### src/rtl/control_seq.sv
// control_seq: sequenced picoMips control unit.
// It keeps an internal instruction stage counter, decodes the func field into
// datapath selects, and qualifies the PC and write strobes with the final stage.
// Handshake instructions stall in a WAIT state until the synchronised switch
// input differs from the instruction's argument bit.
module control_seq #(
  parameter int INSTR_WIDTH    = 13,
  parameter int IMM_BITS       = 6,
  parameter int DATA_WIDTH     = 8,
  parameter int REG_ADDR_WIDTH = 1,
  parameter int NUM_STAGES     = 4,
  parameter int SYNC_STAGES    = 2
) (
  input  logic                          Clock,
  input  logic                          Reset,
  input  logic [INSTR_WIDTH-1:0]        Instruction,
  input  logic                          Handshake,
  output logic [$clog2(NUM_STAGES)-1:0] Stage,
  output logic                          Waiting,
  output logic                          PCEn,
  output logic [DATA_WIDTH-1:0]         Immediate,
  output logic [REG_ADDR_WIDTH-1:0]     RegAddr,
  output logic                          RegWrite,
  output logic                          ACCWE,
  output logic                          UseACC,
  output logic                          SelSW,
  output logic                          SelImm,
  output logic                          UseMul,
  output logic                          SelRegData
);

  localparam int STAGE_W = $clog2(NUM_STAGES);
  localparam logic [STAGE_W-1:0] FINAL_STAGE = STAGE_W'(NUM_STAGES - 1);

  typedef enum logic {
    ST_RUN  = 1'b0,
    ST_WAIT = 1'b1
  } state_t;

  logic [6:0]             func;
  logic [SYNC_STAGES-1:0] hs_sync_reg;
  logic                   hs_s;
  logic                   hs_match;
  logic                   is_final;

  state_t                 state_reg;
  state_t                 state_next;
  logic [STAGE_W-1:0]     stage_reg;
  logic [STAGE_W-1:0]     stage_next;
  logic                   waiting_reg;
  logic                   pc_en_next;
  logic                   acc_we_next;
  logic                   reg_we_next;

  assign func = Instruction[INSTR_WIDTH-1 -: 7];

  // Datapath selects and operand fields come straight from the instruction;
  // they are deliberately not gated by stage or reset.
  assign UseACC     = func[0];
  assign SelSW      = func[1];
  assign SelImm     = func[2];
  assign UseMul     = func[3];
  assign SelRegData = func[6];
  assign Immediate  = DATA_WIDTH'($signed(Instruction[IMM_BITS-1:0]));
  assign RegAddr    = Instruction[REG_ADDR_WIDTH-1:0];

  // Handshake synchroniser chain: flop 0 samples the raw switch, each later
  // flop samples its predecessor, so hs_s lags Handshake by SYNC_STAGES edges.
  generate
    for (genvar gi = 0; gi < SYNC_STAGES; gi++) begin : g_hs_sync
      if (gi == 0) begin : g_first
        always_ff @(posedge Clock) begin
          if (Reset) hs_sync_reg[gi] <= 1'b0;
          else       hs_sync_reg[gi] <= Handshake;
        end
      end else begin : g_rest
        always_ff @(posedge Clock) begin
          if (Reset) hs_sync_reg[gi] <= 1'b0;
          else       hs_sync_reg[gi] <= hs_sync_reg[gi-1];
        end
      end
    end
  endgenerate

  assign hs_s     = hs_sync_reg[SYNC_STAGES-1];
  assign hs_match = (hs_s == Instruction[0]);
  assign is_final = (stage_reg == FINAL_STAGE);

  // State, stage counter and registered Waiting flag.
  always_ff @(posedge Clock) begin
    if (Reset) begin
      state_reg   <= ST_RUN;
      stage_reg   <= '0;
      waiting_reg <= 1'b0;
    end else begin
      state_reg   <= state_next;
      stage_reg   <= stage_next;
      waiting_reg <= (state_next == ST_WAIT);
    end
  end

  // Next-state logic and final-stage strobes.
  always_comb begin
    state_next  = state_reg;
    stage_next  = stage_reg;
    pc_en_next  = 1'b0;
    acc_we_next = 1'b0;
    reg_we_next = 1'b0;
    case (state_reg)
      ST_RUN: begin
        if (is_final) begin
          acc_we_next = !(func[5] | func[4]);
          reg_we_next = func[4] & !func[5];
          if (func[5] && hs_match) begin
            // Handshake not yet satisfied: park on the final stage.
            state_next = ST_WAIT;
          end else begin
            pc_en_next = 1'b1;
            stage_next = '0;
          end
        end else begin
          stage_next = stage_reg + 1'b1;
        end
      end
      ST_WAIT: begin
        if (!hs_match) begin
          pc_en_next = 1'b1;
          state_next = ST_RUN;
          stage_next = '0;
        end
      end
      default: begin
        state_next = ST_RUN;
        stage_next = '0;
      end
    endcase
  end

  // Strobes are suppressed during reset so a reset landing on the final stage
  // never leaks a PC advance or register/accumulator write.
  assign PCEn     = pc_en_next  & !Reset;
  assign ACCWE    = acc_we_next & !Reset;
  assign RegWrite = reg_we_next & !Reset;
  assign Stage    = stage_reg;
  assign Waiting  = waiting_reg;

endmodule

### config.mk
export PLATFORM = sky130hd
export DESIGN_NAME = control_seq
export DESIGN_NICKNAME = d
export VERILOG_FILES = /design/src/rtl/control_seq.sv
export SDC_FILE = /design/constraint.sdc
export NUM_CORES = 1
export LEC_CHECK = 0
export CORE_MARGIN = 2
export CORE_UTILIZATION = 25
export DETAILED_ROUTE_END_ITERATION = 8
export PLACE_DENSITY = 0.73
export REMOVE_ABC_BUFFERS = 1
export SYNTH_ARGS = -nofsm -noshare
export SYNTH_HDL_FRONTEND = slang
export SYNTH_SLANG_ARGS = --single-unit
export TNS_END_PERCENT = 1
### constraint.sdc
create_clock -name Clock -period 1.1 [get_ports Clock]
set_input_delay 0.22 -clock Clock [delete_from_list [all_inputs] [get_ports Clock]]
set_output_delay 0.22 -clock Clock [all_outputs]
set_load 0.1 [all_outputs]
# After elaboration in Yosys (flattened, before gate mapping)
# Cells that the tools add are included.
# totals
register_bits	5
out_inout_bits	20
wordCells	36
# op_classes
add_sub_neg	1
n_eq_ne	4
muxes	16
n_bitwise	6
reduce_logical	5
# ops
operator	n
two-way mux 1 bit	10
two-way mux 2 bit	3
AND 1 bit	4
case mux 1 bit (2 select lines)	2
case mux 2 bit (2 select lines)	1
zero test 1 bit	3
!= test 3 bit, second input constant	1
adder 2 x 1 -> 2 bit, second input constant	1
== test 2 bit, second input constant	1
!= test 2 bit, second input constant	1
AND reduction 2 bit	1
== test 1 bit	1
logical AND 1 bit	1
NOT 1 bit	1
OR 1 bit	1

# Depth between registers and ports, before layout
# depth
word_depth	6
depth_mapped	4
depth_no_buf	4

# Least setup slack after synthesis
# Ideal clock, no wire load.
# synth_timing
path_kind	reg2out
startpoint	register stage_reg[0], in the netlist Stage[0]
endpoint	output ACCWE
arrival_time_ps	4170
t_required_ps	880
setup_slack_ps	-3290
stages_incl_launch_ff	3
n_path_buf	0
cell_sequence	dfxtp_1 ha_1 nor4bb_1
# synth_via
elab_chain_len	4
# synth_lines
element	line_no	text
start, declared	48	logic [STAGE_W-1:0] stage_reg;
start signal, assigned	97	stage_reg <= stage_next;
== test 2 bit	87	assign is_final = (stage_reg == FINAL_STAGE);
two-way mux 1 bit	111	if (is_final) begin
two-way mux 1 bit	109	case (state_reg)
AND 1 bit	142	assign ACCWE = acc_we_next & !Reset;
end, declared	24	output logic ACCWE,
# No other way between the ends.

# Worst setup path after layout
# layout_timing
startpoint	register hs_sync_reg[1], in the netlist hs_s
endpoint	output PCEn
# layout_via
elab_chain_len	6
word_cells_on_any_way	7
# layout_lines
element	line_no	text
start, declared	41	logic [SYNC_STAGES-1:0] hs_sync_reg;
start signal, assigned by index	79	else hs_sync_reg[gi] <= hs_sync_reg[gi-1];
== test 1 bit *	86	assign hs_match = (hs_s == Instruction[0]);
logical AND 1 bit	114	if (func[5] && hs_match) begin
two-way mux 1 bit	114	
two-way mux 1 bit	111	
case mux 1 bit (2 select lines) *	109	
AND 1 bit *	141	assign PCEn = pc_en_next & !Reset;
end, declared	20	output logic PCEn,
# Every way passes the cells marked *; elsewhere a longest branch is shown, timed or not.

==> impl_metrics.env <==
export IMPL_status="complete, but fails checks"
export IMPL_violations="negative setup slack"
export IMPL_syn_area_um2=360
export IMPL_critPathCaptureType="primary output"
export IMPL_crit_fanout=2
export IMPL_hp_class="input pin to primary output"
export IMPL_holdBufCountCts=0
export IMPL_place_gp_congestion=0.716
export IMPL_wl_um=876
export IMPL_largest_reg_flops=2
export IMPL_die_w_um=42.0
export IMPL_slew_viol_final=0
export IMPL_track_usage=0.104
export IMPL_layout_drive_gt1_share=0.593
export IMPL_grt_first_pass_wirelength_um=1370
export IMPL_fin_worst_skew_ns=0.00365
export IMPL_clock_sinks=5
export IMPL_dr_pass1_iters=4
export IMPL_netlist_instances=43
export IMPL_rows=13
export IMPL_r2r_end="Stage[1]"
export IMPL_tns_ns=-1.29
export IMPL_hold_viol_final=0
export IMPL_synthAdderAreaFrac=0.0694
export IMPL_yosys_area_share_simple=0.229
export IMPL_grt_pass1_vias=322
export IMPL_vias=330
export IMPL_synthXorXnorAreaFrac=0.0243
export IMPL_ff2ff_setup_slack_ns=-0.13
export IMPL_power_leakage_nw=0.293
export IMPL_power_density_nw_per_um2=1120
export IMPL_ios=36
export IMPL_cts_clk_slew_worst_paths_ns=0.04
export IMPL_final_area_um2=671
export IMPL_cpPeakStageDelay_ns=0.32
export IMPL_critPathBufInv=2
export IMPL_irDropWorstVdd_mv=0.542
export IMPL_crit_slowest_cell="dfxtp_2"
export IMPL_cp_top_family="flip-flops"
export IMPL_synth_distinct_cells=17
export IMPL_avgViaCountPerCell=4.78
export IMPL_period_share=1.35
export IMPL_worstHoldStart="Instruction[12]"
export IMPL_diodes=0
export IMPL_cp_start_kind="register"
export IMPL_avgSynthCellArea_um2=8.38
export IMPL_whs_path_depth=0
export IMPL_fmax_mhz=676
export IMPL_post_cts_buffers=0
export IMPL_cts_max_path_buffers=2
export IMPL_cts_buffers=3
export IMPL_critPathArrivalTime_ns=1.26
export IMPL_timing_rr_start="hs_s"
export IMPL_criticalPathCategory="register to primary output"
export IMPL_grt_antenna_before_repair=0
export IMPL_synth_seq_area_share=0.278
export IMPL_setup_viol=7
export IMPL_cts_tree="yes"
export IMPL_grt_max_degree=8
export IMPL_synth_top_area_frac=0.292
export IMPL_drt_iter0_drc=3
export IMPL_drcViolationCount=0
export IMPL_syn_to_final_growth_pct=86.1
export IMPL_synth_mux_area_frac=0
export IMPL_tightest_slew_ns=0.259
export IMPL_synth_compound_area_frac=0.0764
export IMPL_drv_cap=0
export IMPL_die_height_um=42.0
export IMPL_crit_required_ns=0.88
export IMPL_h_tree_depth=1
export IMPL_synth_area_leaders="buf_4 (29%), dfxtp_1 (28%), ha_1 (6.9%)"
export IMPL_synth_top_family_by_area="buffers and inverters"
export IMPL_cts_root_buf="clkbuf_4"
export IMPL_crit_chain="xor2_2 -> nor2_1 -> nor3_1 -> buf_4 -> buf_12"
export IMPL_port_buffers=13
export IMPL_core_area_um2=1320
export IMPL_ys_warn_count=0
export IMPL_dieArea_um2=1760
export IMPL_rsz0062_at_grt="yes"
export IMPL_placed_cell_area_um2=548
export IMPL_synth_top_area_cell="buf_4"
export IMPL_min_to="SelRegData"
export IMPL_nNetsFinal=73
export IMPL_grt_ovfl_total=0
export IMPL_ys_seq_elements=5
export IMPL_maxSlewHeadroom=0.827
export IMPL_ff2ff_path_depth=4
export IMPL_period_minus_slack_ns=1.48
export IMPL_dpl_hpwl_um=606
export IMPL_wl_per_cell_um=12.7
export IMPL_clock_latency_ns=0.24
export IMPL_fin_ws_ns=-0.380
export IMPL_ant_nets=0
export IMPL_start_util=0.274
export IMPL_fillers=118
[power by group]
| part | internal [W] | switching, W | leakage [nW] |
|---|---|---|---|
| registers | 0.000198 | 0.0000187 | 0.0433 |
| logic | 0.000141 | 0.000184 | 0.234 |
| clock network | 0.000137 | 0.0000718 | 0.0150 |
[synth_stat cells]
master and number:
xor2_1 1, clkbuf_1 1, or3_1 1, inv_1 2, ha_1 2, and4b_1 1, dfxtp_1 5, or2_1 1
nand2_1 1, o32ai_1 2, a21oi_1 2, nor4bb_1 1, or3b_1 1, nor2_1 4, buf_4 14, nor2b_1 2
nor3_1 2
[cells by family after synthesis]
logic type,Yosys count
compound gates,4
xor+xnor,1
fa+ha+maj,2
buf+inv,17
flops,5
simple gates,14
[cells in the final DEF (no fill, tap or decap)]
| master | netlist | routed |
|---|---|---|
| dfxtp_4 | 0 | 2 |
| nand2_1 | 1 | 1 |
| nor2b_1 | 2 | 2 |
| xor2_2 | 0 | 1 |
| buf_6 | 0 | 3 |
| nor2_4 | 0 | 1 |
| nor4bb_4 | 0 | 1 |
| nor3_1 | 2 | 2 |
| dlygate4sd2_1 | 0 | 2 |
| or2_4 | 0 | 1 |
| ha_4 | 0 | 2 |
| dfxtp_1 | 5 | 1 |
| and4b_1 | 1 | 1 |
| dlymetal6s2s_1 | 0 | 2 |
| buf_12 | 0 | 8 |
| o32ai_2 | 0 | 2 |
| a21oi_1 | 2 | 2 |
| clkdlybuf4s50_1 | 0 | 1 |
| buf_4 | 14 | 6 |
| clkbuf_4 | 0 | 3 |
| or3_1 | 1 | 1 |
| clkbuf_1 | 1 | 1 |
| dfxtp_2 | 0 | 2 |
| or3b_1 | 1 | 1 |
| inv_1 | 2 | 2 |
| nor2_1 | 4 | 3 |
[worst max path at each step]
stage / start / to / slack, ns / depth (start not counted)
finish: hs_s / PCEn / -0.38 / 5
global route: hs_s / PCEn / -0.44 / 5
CTS: Stage[1] / ACCWE / -0.46 / 4
global placement: Instruction[11] / ACCWE / -0.54 / 5
floorplan: Stage[0] / ACCWE / -3.29 / 2
detailed placement: Instruction[0] / PCEn / -0.59 / 6
[layout make-up]
type	count	area, um2	share of cell area
repair buffers	22	292	0.435
multi-input cells	21	216	0.323
flip-flops and latches	5	110	0.164
clock buffers	4	26.3	0.0392
well taps	15	18.8	0.0280
inverters	2	7.51	0.0112
[worst register-to-register path: stages (launching register included)]
cell     delay (ns)
dfxtp_2        0.32
xor2_2         0.17
buf_4          0.14
or2_4          0.26
o32ai_2        0.23
[per-layer routing]
layer  routed length (um)  global-route usage  vias to the layer above
li1                     -                   -                      152
met1                  297               0.104                      151
met2                  470               0.159                       25
met3                   92              0.0565                        2
met4                   14              0.0774                        0
met5                    0                   0                        -
[timing repair]
action / CTS / global route
setup endpoints to repair: 10 / 8
gates cloned: 0 / 0
resized for setup: 12 / 13
pin swaps: 4 / 4
[metrics by stage]
step | setup WS, ns | total power, W | cells | hold slack [ns] | util
final | -0.380 | 0.000750 | 69 | 0.441 | 0.509
after CTS | -0.456 | 0.000735 | 69 | 0.441 | 0.467
after floorplan | -3.29 | 0.000333 | 28 | 0.292 | -
after global placement | -0.542 | 0.000495 | 65 | 0.422 | 0.416
after detailed placement | -0.594 | 0.000499 | 65 | 0.441 | 0.416
after global routing | -0.442 | 0.000785 | 69 | 0.441 | 0.509
(Power assumes the default switching activity.)
